==> src/rtl/sobel_conv_engine.sv <==
// Sobel edge engine: latches an NxN frame on start, sweeps a 3x3 window in raster
// order one pixel per clock, and writes |Gx|, |Gy|, |Gx|+|Gy| or a thresholded edge map.
module sobel_conv_engine #(
  parameter int unsigned N  = 9,
  parameter int unsigned DW = 8
) (
  input  logic              clk,
  input  logic              rst,
  input  logic              start,
  input  logic [1:0]        mode,
  input  logic [DW-1:0]     threshold,
  input  logic [N*N*DW-1:0] input_matrix,
  output logic [N*N*DW-1:0] output_matrix,
  output logic              busy,
  output logic              done
);

  localparam int unsigned NN = N * N;
  localparam int unsigned IW = $clog2(NN);
  localparam int unsigned CW = $clog2(N);
  localparam int unsigned SW = DW + 4;

  typedef enum logic [1:0] {
    IDLE,
    RUN,
    DONE
  } state_e;

  state_e          state_q, state_d;
  logic [DW-1:0]   pix_q [NN];
  logic [DW-1:0]   pix_d [NN];
  logic [DW-1:0]   out_q [NN];
  logic [DW-1:0]   out_d [NN];
  logic [1:0]      mode_q, mode_d;
  logic [DW-1:0]   thr_q, thr_d;
  logic [IW-1:0]   idx_q, idx_d;
  logic [CW-1:0]   row_q, row_d;
  logic [CW-1:0]   col_q, col_d;

  logic            interior;
  logic [IW-1:0]   a_ul, a_u, a_ur, a_l, a_r, a_dl, a_d, a_dr;
  logic signed [SW-1:0] gx, gy;
  logic [SW-1:0]   abs_gx, abs_gy, mag;
  logic [DW-1:0]   result;

  function automatic logic signed [SW-1:0] ext(input logic [DW-1:0] p);
    return signed'({4'b0000, p});
  endfunction

  function automatic logic [DW-1:0] sat(input logic [SW-1:0] v);
    return (|v[SW-1:DW]) ? '1 : v[DW-1:0];
  endfunction

  // Neighbour addresses are only formed for interior pixels so every read stays in range.
  always_comb begin
    interior = (row_q != '0) && (row_q != CW'(N - 1)) &&
               (col_q != '0) && (col_q != CW'(N - 1));
    a_u  = '0;
    a_d  = '0;
    a_ul = '0;
    a_ur = '0;
    a_l  = '0;
    a_r  = '0;
    a_dl = '0;
    a_dr = '0;
    if (interior) begin
      a_u  = idx_q - IW'(N);
      a_d  = idx_q + IW'(N);
      a_ul = a_u - IW'(1);
      a_ur = a_u + IW'(1);
      a_l  = idx_q - IW'(1);
      a_r  = idx_q + IW'(1);
      a_dl = a_d - IW'(1);
      a_dr = a_d + IW'(1);
    end
  end

  always_comb begin
    gx = (ext(pix_q[a_ur]) + (ext(pix_q[a_r]) <<< 1) + ext(pix_q[a_dr])) -
         (ext(pix_q[a_ul]) + (ext(pix_q[a_l]) <<< 1) + ext(pix_q[a_dl]));
    gy = (ext(pix_q[a_dl]) + (ext(pix_q[a_d]) <<< 1) + ext(pix_q[a_dr])) -
         (ext(pix_q[a_ul]) + (ext(pix_q[a_u]) <<< 1) + ext(pix_q[a_ur]));
    abs_gx = gx[SW-1] ? -gx : gx;
    abs_gy = gy[SW-1] ? -gy : gy;
    mag    = abs_gx + abs_gy;
    result = '0;
    if (interior) begin
      case (mode_q)
        2'd0:    result = sat(abs_gx);
        2'd1:    result = sat(abs_gy);
        2'd2:    result = sat(mag);
        default: result = (mag >= {4'b0000, thr_q}) ? '1 : '0;
      endcase
    end
  end

  always_comb begin
    state_d = state_q;
    pix_d   = pix_q;
    out_d   = out_q;
    mode_d  = mode_q;
    thr_d   = thr_q;
    idx_d   = idx_q;
    row_d   = row_q;
    col_d   = col_q;
    case (state_q)
      IDLE: begin
        if (start) begin
          for (int unsigned i = 0; i < NN; i++) begin
            pix_d[i] = input_matrix[i*DW +: DW];
            out_d[i] = '0;
          end
          mode_d  = mode;
          thr_d   = threshold;
          idx_d   = '0;
          row_d   = '0;
          col_d   = '0;
          state_d = RUN;
        end
      end
      RUN: begin
        out_d[idx_q] = result;
        if (idx_q == IW'(NN - 1)) begin
          idx_d   = '0;
          row_d   = '0;
          col_d   = '0;
          state_d = DONE;
        end else begin
          idx_d = idx_q + IW'(1);
          if (col_q == CW'(N - 1)) begin
            col_d = '0;
            row_d = row_q + CW'(1);
          end else begin
            col_d = col_q + CW'(1);
          end
        end
      end
      DONE:    state_d = IDLE;
      default: state_d = IDLE;
    endcase
  end

  always_ff @(posedge clk or negedge rst) begin
    if (!rst) begin
      state_q <= IDLE;
      pix_q   <= '{default: '0};
      out_q   <= '{default: '0};
      mode_q  <= '0;
      thr_q   <= '0;
      idx_q   <= '0;
      row_q   <= '0;
      col_q   <= '0;
    end else begin
      state_q <= state_d;
      pix_q   <= pix_d;
      out_q   <= out_d;
      mode_q  <= mode_d;
      thr_q   <= thr_d;
      idx_q   <= idx_d;
      row_q   <= row_d;
      col_q   <= col_d;
    end
  end

  always_comb begin
    output_matrix = '0;
    for (int unsigned i = 0; i < NN; i++) begin
      output_matrix[i*DW +: DW] = out_q[i];
    end
  end

  assign busy = (state_q == RUN);
  assign done = (state_q == DONE);

endmodule

==> config.mk <==
export PLATFORM = sky130hd
export DESIGN_NAME = sobel_conv_engine
export DESIGN_NICKNAME = d
export VERILOG_FILES = /design/src/rtl/sobel_conv_engine.sv
export SDC_FILE = /design/constraint.sdc
export NUM_CORES = 2
export LEC_CHECK = 0
export BUFFER_PORTS_ARGS = -buffer_cell sky130_fd_sc_hd__buf_2
export CORE_AREA = 4 4 511 513
export DETAILED_ROUTE_END_ITERATION = 6
export DIE_AREA = 0 0 515 517
export HOLD_SLACK_MARGIN = 0.06
export SYNTH_ARGS = -nofsm -noshare
export SYNTH_HDL_FRONTEND = slang
export SYNTH_SLANG_ARGS = --single-unit
export TNS_END_PERCENT = 30
==> constraint.sdc <==
create_clock -name clk -period 12.97 [get_ports clk]
set_input_delay 0 -clock clk [delete_from_list [all_inputs] [get_ports clk]]
set_output_delay 0 -clock clk [all_outputs]
set_load 0.02 [all_outputs]
==> flow_metrics.py <==
metrics = {
    "global_routing": {
        "grt_pass1_vias": 90200,
        "grt_max_degree": 186,
        "grt_usage": 0.357,
        "gr-total-overflow": 0,
        "grt_pass1_wl_mm": 689,
        "antenna_found_initial": 46,
    },
    "floorplan": {
        "die_height_um": 517,
        "ios": 1311,
        "die_width_um": 515,
        "start_util": 0.321,
        "die_area_um2": 266000,
        "design.core.area_um2": 256000,
        "rows": 186,
    },
    "worst_setup_path": {
        "cp_slowest_stage_delay_ns": 0.92,
        "arrival_ns": 13.07,
        "critical_path_class": "register to register",
        "crit_required_ns": 13.67,
        "path_max_fanout": 16,
        "worstSetupStartpointType": "register",
        "crit_path_end_kind": "register",
        "crit_path_top_delay_cell": "o311ai_0",
        "r2r_setup_slack_ns": 0.60,
        "crit_top_cell": "buf_4",
    },
    "clocking": {
        "cts_tree": "yes",
        "cts-root-buf": "clkbuf_16",
        "clock_sinks": 1322,
        "cts_buffer_depth": 3,
        "clk_pin_slew_ns": 0.06,
        "cts_setup_buffers": 0,
        "insertion_delay_ns": 0.89,
        "cts_made_buffers": 149,
        "htreeDepth": 4,
    },
    "routing": {
        "wl_per_cell_um": 33.4,
        "drt_iter0_markers": 14600,
        "routed_via_density": 6.22,
        "wl_mm": 498,
        "drc": 41,
        "num_vias": 92700,
        "drt_first_pass_iters": 7,
        "drtAntennaViolNets": 0,
    },
    "final_layout": {
        "layout-drive-gt1-share": 0.259,
        "seq_area_um2": 33100,
        "nets": 12100,
        "fin_cells": 14900,
        "multi_input_area_um2": 46000,
        "area_delta_synth_final_pct": 38.7,
        "num-fill-cells": 23700,
    },
    "place": {
        "dp_cells": 13300,
        "io_buffers": 1310,
        "hpwl_mm": 357,
        "gp_congestion": 1.06,
    },
    "timing": {
        "hold_violations": 0,
        "whs_ns": 0.0903,
        "final.min_clock_period_ns": 12.37,
        "max_freq_mhz": 80.9,
        "relSlewSlack": 0.0435,
        "clock_skew_ns": 0.0963,
        "drv_slew": 0,
        "tightestPinTransition_ns": 1.42,
        "rsz0062_at_grt": "false",
        "fin_tns_setup_ns": 0,
        "setup_viol": 0,
        "final.period_utilization": 0.953,
    },
    "logic_synthesis": {
        "synth_area_leaders": "dfrtp_1, mux2_2, nand2_1, o221ai_1, mux2i_1",
        "syn-cell-area_um2": 82100,
        "synthMostInstantiatedCell": "nand2_1",
        "synth_common_cells": "nand2_1, dfrtp_1, mux2_2",
        "yosys_register_bits": 1322,
        "synth_fp_nets": 9539,
        "ys.warnings.count": 0,
        "ys_types": 93,
        "synth_enable_flop_cells": 0,
        "yosysSeqAreaShare": 0.403,
        "synth_top_area_cell": "dfrtp_1",
        "ys.flop_type": "dfrtp_1",
        "syn_inst": 8757,
        "avgSynthCellArea_um2": 9.38,
        "synth_top_area_frac": 0.403,
        "synthArstFlopShare": 1.00,
    },
    "status": {
        "outcome": "finished, violations left",
        "violations": "DRC",
    },
    "pwr": {
        "p_leak_uw": 0.0490,
        "cellPowerDensity_nw_per_um2": 159,
        "ir_drop_mv": 0.321,
    },
    "min_path": {
        "hp-class": "primary input to register",
    },
    "run": {
        "cap_violations": 0,
    },
}
logic make-up after synthesis:
logic type                 share of synthesized area
adders and majority gates                     0.0242
and+or+nand+nor                                0.162
AOI/OAI and AO/OA                              0.182
buffers and inverters                         0.0412
xor gates and xnor gates                     0.00716
muxes                                          0.180
DFF                                            0.403
final timing paths:
path                       cells past startpoint                            from                             end
hold / removal                                 3               input_matrix[631]           pix_q[23]$_DFFE_PN0P_
setup / recovery                              36            col_q[0]$_DFFE_PN0P_  output_matrix[479]$_DFFE_PN0P_
max in group asynchronous                      6                             rst  output_matrix[310]$_DFFE_PN0P_
hold reg to reg                                2  output_matrix[128]$_DFFE_PN0P_  output_matrix[128]$_DFFE_PN0P_
setup reg to reg                              36            col_q[0]$_DFFE_PN0P_  output_matrix[479]$_DFFE_PN0P_
min in group asynchronous                      4                             rst          pix_q[467]$_DFFE_PN0P_
what timing repair did:
| item | in CTS | in global routing |
|---|---|---|
| gates resized for setup | 0 | 1 |
| endpoints found under the setup margin | 0 | 82 |
| hold buffers | 1325 | 0 |
| hold endpoints to repair | 1091 | 0 |
flip-flops by register name (all words and copies together) (netlist names):
register / cells
col_q: 4
thr_q: 8
pix_q: 648
row_q: 3
output_matrix: 648
idx_q: 7
mode_q: 2
state_q: 2
layout by cell type, fill, tap and decap left out, types with 63 or more instances in the layout:
cell,n
a211oi_1,92
a21oi_1,287
a221oi_1,136
a22o_1,130
buf_12,79
buf_2,1309
buf_4,437
clkbuf_16,149
dfrtp_1,1321
dlygate4sd3_1,1324
fa_1,63
inv_1,124
mux2_2,711
mux2i_1,503
mux4_2,78
nand2_1,1820
nand3_1,407
nor2_1,574
nor3_1,158
o211ai_1,76
o21ai_0,170
o221ai_1,577
o311ai_0,80
cell type report:
class	instances	share of cell area
Multi-Input combinational cell	6607	0.404
Sequential cell	1322	0.290
Timing Repair Buffer	3151	0.217
Clock buffer	213	0.0383
Tap cell	3384	0.0372
Clock inverter	61	0.00882
Inverter	124	0.00408
Antenna cell	32	0.000703
where the power goes:
part           internal [uW]  switching, uW  leakage [uW]
Clock                   2620           2050       0.00261
Combinational           2970           5590        0.0308
Sequential              4480            386        0.0156
Total                  10100           8030        0.0490
per-stage QoR:
step	util	power (uW)	worst slack [ns]	cell area (um^2)
after floorplan	-	8420	3.21	82100
after global placement	0.372	12900	0.753	95200
after detailed placement	0.372	12800	0.690	95200
after CTS	0.444	17800	0.647	114000
after global routing	0.445	18500	0.274	114000
final	0.445	18100	0.605	114000
layer usage:
metal  global-route usage  routed length [um]  vias up
met3                0.113               60600     1799
met4                0.215               37300       24
met1                0.452              188000    45700
met2                0.531              212000     7389
met5             0.000180                 151        -
li1                     -                   -    37800
critical path: cells and delay by family (launching register included):
family	cells	cell delay (ns)
AOI/OAI and AO/OA	12	4.21
xor gates and xnor gates	2	0.59
DFF	1	0.41
adders and majority gates	7	2.53
buffers and inverters	8	1.45
and+or+nand+nor	7	2.96
Note: power is estimated with default switching activity, not from simulation.
